### src/rtl/input_layer_buffer.sv
// Input-side pixel FIFO for the ConvNet accelerator: buffers the source stream and
// tags each pixel leaving the buffer with its row/column and an end-of-frame flag.
module input_layer_buffer #(
    parameter int Nin        = 3,
    parameter int BIT_WIDTH  = 8,
    parameter int IMG_WIDTH  = 5,
    parameter int IMG_HEIGHT = 5,
    parameter int FIFO_DEPTH = 4,
    localparam int DATA_W = Nin * BIT_WIDTH,
    localparam int ROW_W  = (IMG_HEIGHT > 1) ? $clog2(IMG_HEIGHT) : 1,
    localparam int COL_W  = (IMG_WIDTH > 1) ? $clog2(IMG_WIDTH) : 1
) (
    input  logic              clk,
    input  logic              rst,
    input  logic              input_layer_valid,
    input  logic [DATA_W-1:0] input_layer_data,
    output logic              input_layer_rdy,
    output logic              out_valid,
    output logic [DATA_W-1:0] out_data,
    output logic [ROW_W-1:0]  out_row,
    output logic [COL_W-1:0]  out_col,
    output logic              out_last,
    input  logic              out_rdy,
    output logic              frame_done
);

    localparam int PTR_W = $clog2(FIFO_DEPTH);
    localparam int CNT_W = $clog2(FIFO_DEPTH + 1);

    localparam logic [CNT_W-1:0] COUNT_FULL = CNT_W'(FIFO_DEPTH);
    localparam logic [ROW_W-1:0] ROW_MAX    = ROW_W'(IMG_HEIGHT - 1);
    localparam logic [COL_W-1:0] COL_MAX    = COL_W'(IMG_WIDTH - 1);

    logic [DATA_W-1:0] mem_q [FIFO_DEPTH];

    logic [PTR_W-1:0] wr_ptr_q, wr_ptr_d;
    logic [PTR_W-1:0] rd_ptr_q, rd_ptr_d;
    logic [CNT_W-1:0] count_q, count_d;
    logic [ROW_W-1:0] row_q, row_d;
    logic [COL_W-1:0] col_q, col_d;
    logic             rdy_q, rdy_d;
    logic             frame_done_q, frame_done_d;

    logic push;
    logic pop;

    assign out_valid       = (count_q != '0);
    assign out_data        = mem_q[rd_ptr_q];
    assign out_row         = row_q;
    assign out_col         = col_q;
    assign out_last        = (row_q == ROW_MAX) && (col_q == COL_MAX);
    assign input_layer_rdy = rdy_q;
    assign frame_done      = frame_done_q;

    always_comb begin
        push         = input_layer_valid && rdy_q;
        pop          = out_valid && out_rdy;

        wr_ptr_d     = wr_ptr_q;
        rd_ptr_d     = rd_ptr_q;
        count_d      = count_q;
        row_d        = row_q;
        col_d        = col_q;
        frame_done_d = pop && out_last;

        if (push) begin
            wr_ptr_d = wr_ptr_q + PTR_W'(1);
        end
        if (pop) begin
            rd_ptr_d = rd_ptr_q + PTR_W'(1);
        end

        case ({push, pop})
            2'b10:   count_d = count_q + CNT_W'(1);
            2'b01:   count_d = count_q - CNT_W'(1);
            default: count_d = count_q;
        endcase

        // Ready is registered, so it is derived from the post-edge occupancy.
        rdy_d = (count_d != COUNT_FULL);

        // Position tracks the next pixel to leave; it moves only on a pop.
        if (pop) begin
            if (col_q == COL_MAX) begin
                col_d = '0;
                row_d = (row_q == ROW_MAX) ? '0 : row_q + ROW_W'(1);
            end else begin
                col_d = col_q + COL_W'(1);
            end
        end
    end

    always_ff @(posedge clk or posedge rst) begin
        if (rst) begin
            wr_ptr_q     <= '0;
            rd_ptr_q     <= '0;
            count_q      <= '0;
            row_q        <= '0;
            col_q        <= '0;
            rdy_q        <= 1'b0;
            frame_done_q <= 1'b0;
        end else begin
            wr_ptr_q     <= wr_ptr_d;
            rd_ptr_q     <= rd_ptr_d;
            count_q      <= count_d;
            row_q        <= row_d;
            col_q        <= col_d;
            rdy_q        <= rdy_d;
            frame_done_q <= frame_done_d;
        end
    end

    // Storage carries no reset; stale entries are unreachable once count is cleared.
    always_ff @(posedge clk) begin
        if (push) begin
            mem_q[wr_ptr_q] <= input_layer_data;
        end
    end

endmodule
### config.mk
export PLATFORM = sky130hd
export DESIGN_NAME = input_layer_buffer
export DESIGN_NICKNAME = d
export VERILOG_FILES = /design/src/rtl/input_layer_buffer.sv
export SDC_FILE = /design/constraint.sdc
export NUM_CORES = 1
export LEC_CHECK = 0
export ABC_CLOCK_PERIOD_IN_PS = 1900
export BUFFER_PORTS_ARGS = -buffer_cell sky130_fd_sc_hd__buf_2
export CAP_MARGIN = 20
export CORE_UTILIZATION = 51
export CTS_CLUSTER_DIAMETER = 80
export CTS_CLUSTER_SIZE = 16
export DETAILED_ROUTE_END_ITERATION = 10
export PLACE_DENSITY = 0.75
export SYNTH_ARGS = -nofsm -noshare
export SYNTH_HDL_FRONTEND = slang
export SYNTH_SLANG_ARGS = --single-unit
### constraint.sdc
create_clock -name clk -period 1.9 [get_ports clk]
set_input_delay 0.19 -clock clk [delete_from_list [all_inputs] [get_ports clk]]
set_output_delay 0.19 -clock clk [all_outputs]
set_load 0.005 [all_outputs]
==> results_dict.tcl <==
set metrics [dict create \
    outcome "finished, final reports clean" \
    grt_max_degree 25 \
    die_area_um2 8773 \
    nets 321 \
    grt_pass1_wl_mm 10.82 \
    grt_usage 0.1719 \
    die_w_um 93.67 \
    clk_latency_ps 360 \
    floorplan.initialDensity 0.5242 \
    worst_slew_pin_slew_ps 591.0 \
    clock_sinks 111 \
    min_path_type "primary input to flip-flop" \
    num_rows 33 \
    drv_cap 0 \
    cts_tree "built" \
    path_delay_family "multiplexers" \
    combPwrFrac 0.343 \
    hpwlAfterDp_mm 4.372 \
    clockBufferDepth 2 \
    critPathLaunchType "flip-flop" \
    first_iter_violations 74 \
    setup-tns-final_ps 0 \
    htree_levels 3 \
    clock_skew_ps 5.271 \
    pwr-share-seq 0.472 \
    yosys.area_share.simple 0.02219 \
    clock_power_share 0.185 \
    synth_top_family_by_area "multiplexers" \
    p_leak_nw 1.865 \
    routabilityCongestion 0.6935 \
    relSlewSlack 0.6055 \
    crit_path_cell_trace "buf_12 > mux4_2 > buf_2" \
    final_cells 393 \
    synthAdderAreaFrac 0.03095 \
    multi_input_area_um2 963.4 \
    muxShareOfSynthArea 0.1340 \
    ioPinCount 62 \
    synth_compound_area_frac 0.02219 \
    root_buffer "clkbuf_8" \
    dp.cells 374 \
    cp_num_buf_inv 2 \
    dr.pass1.iters 4 \
    grt_antenna_before_repair 0 \
    powerDensity_nw_per_um2 1438 \
    cp_max_fo 14 \
    netlist-cell-type-count 27 \
    p_switching_mw 2.112 \
    core-area_um2 8175 \
    fmax_ghz 0.5504 \
    diodes 0 \
    holdWs_ps 35.39 \
    path_clk_slew_ps 90 \
    overflow 0 \
    setup_viol_count_final 0 \
    io_buffers 61 \
    required_ps 1710 \
    drt-wirelength-per-cell_um 17.11 \
    peakVddDrop_uv 837.4 \
    seq_area_um2 3262 \
    yosys_warnings 0 \
    crit_arrival_ps 1630 \
    hold_viol 0 \
    synthCells 203 \
    viasPerCell 5.229 \
    nFillCells 587 \
    die_y_um 93.67 \
    drive_gt1_frac 0.4375 \
    switching_share 0.2898 \
    post-route-period-util 0.9562 \
    route.detailed.drc 0 \
    cts_made_buffers 9 \
    post_synth_xor_area_fraction 0.01022 \
    syn_area_per_cell_um2 21.11 \
    critPathKind "flip-flop to output port" \
    p_int_mw 5.175 \
    ys_seq_elements 111 \
    crit_path_max_incr_delay_ps 530 \
    dr_total_vias 2055 \
    syn_area_um2 4285 \
    wirelength_mm 6.723 \
    slew_viol_final 0 \
    yosysSeqAreaShare 0.7603 \
    drtAntennaViolNets 0 \
    grt_pass1_vias 2124 \
    final.min_clock_period_ps 1817 \
    synth_nets 241 \
    slowest_stage "mux4_2" \
    rsz0062_at_grt "no" \
    cp-end-kind "output port" \
    area_delta_synth_final_pct 18.28 \
]
==> metrics by stage <==
step / utilization / cell area [µm²] / total power [mW] / setup slack [ps]
2_1_floorplan: - / 4303 / 5.013 / 8.016
3_3_place_gp: 0.5921 / 4841 / 5.918 / 103.5
3_5_place_dp: 0.5921 / 4841 / 5.997 / 54.62
4_1_cts: 0.6168 / 5042 / 7.333 / 34.89
5_1_grt: 0.6200 / 5069 / 7.748 / 4.536
6_report: 0.6200 / 5069 / 7.287 / 83.13
==> worst register-to-register path, delay by kind of cell, from the launching register on <==
family,cells,cell delay (ps)
fa+ha+maj,2,500
flops,1,400
compound gates,2,290
simple gates,1,220
xor+xnor,1,180
buf+inv,2,120
==> power groups by stage <==
stage | registers [mW] | logic, mW | clock network [mW]
final | 3.44 | 2.50 | 1.35
after floorplan | 3.44 | 1.57 | 0
after detailed placement | 3.50 | 2.50 | 0
after global routing | 3.50 | 2.77 | 1.48
after CTS | 3.45 | 2.50 | 1.38
after global placement | 3.47 | 2.45 | 0
==> layout make-up <==
type                            count  area share
Clock inverter                      4     0.01111
Timing Repair Buffer               75     0.09454
Tap cell                          105     0.02592
Multi-Input combinational cell     75      0.1901
Sequential cell                   111      0.6435
Inverter                           11    0.008146
Clock buffer                       12     0.02666
==> cell usage in the layout (no fill, tap or decap), drive strengths merged <==
cell type     n
and3          4
mux2          3
xnor2         4
buf          74
clkinv        3
clkbuf       12
or3           1
o21a          2
a21o          1
dlygate4sd3   1
mux4         24
a211oi        1
ha            9
a21oi         2
fa            1
nor3          2
edfxtp       96
nor2          4
dfrtp        15
inv          11
o21ai         5
bufinv        1
xor2          1
a41oi         1
o31ai         1
or2           1
nand2         8
==> repair_timing <==
action | CTS | global route
endpoints found under the setup margin | 0 | 3
setup buffers | 0 | 2
gates resized for setup | 0 | 5
hold buffers | 1 | 0
endpoints found under the hold margin | 15 | 0
==> cell families after synthesis <==
group,after synthesis
DFF,111
AOI/OAI and AO/OA,13
and+or+nand+nor,20
xor gates and xnor gates,5
adders and majority gates,10
buffers and inverters,17
muxes,27
==> final timing paths <==
kind                                      startpoint              end  slack [ps]  depth (start not counted)
worst max-delay path                     rd_ptr_q[0]      out_data[4]          80                          3
worst min-delay path            input_layer_data[10]     mem_q[1][10]          40                          1
worst max register to register            count_q[2]       count_q[2]          90                          8
worst min register to register            out_col[2]       out_col[2]         550                          1
max in group asynchronous                        rst       count_q[0]        1050                          3
min in group asynchronous                        rst  input_layer_rdy         420                          3
==> sequential cells by signal, summed over array words and instances, names as in the netlist <==
| register | count |
|---|---|
| wr_ptr_q | 2 |
| out_row | 3 |
| frame_done | 1 |
| count_q | 3 |
| rd_ptr_q | 2 |
| out_col | 3 |
| input_layer_rdy | 1 |
| mem_q | 96 |
==> cell usage after synthesis (all sizes together) <==
master | n | area [µm²]
buf | 6 | 45.04
o21ai | 5 | 25.02
nor3 | 2 | 10.01
a21o | 1 | 7.510
o21a | 2 | 15.01
ha | 9 | 112.6
a211oi | 1 | 7.510
mux4 | 24 | 540.5
dfrtp | 15 | 375.4
edfxtp | 96 | 2883
mux2 | 3 | 33.78
nand2 | 8 | 30.03
and3 | 4 | 25.02
a21oi | 2 | 10.01
inv | 11 | 41.29
a41oi | 1 | 8.760
xor2 | 1 | 8.760
or2 | 1 | 6.260
fa | 1 | 20.02
xnor2 | 4 | 35.03
o31ai | 1 | 21.27
or3 | 1 | 6.260
nor2 | 4 | 17.52
==> per-layer routing <==
metal	share of wire	up-vias	track usage	wire length (µm)
li1	-	959	-	-
met1	0.42	1027	0.2283	2843
met2	0.50	60	0.2745	3345
met3	0.063	9	0.04612	425
met4	0.016	0	0.06538	108
met5	0	-	0	0
(Power assumes the default switching activity.)
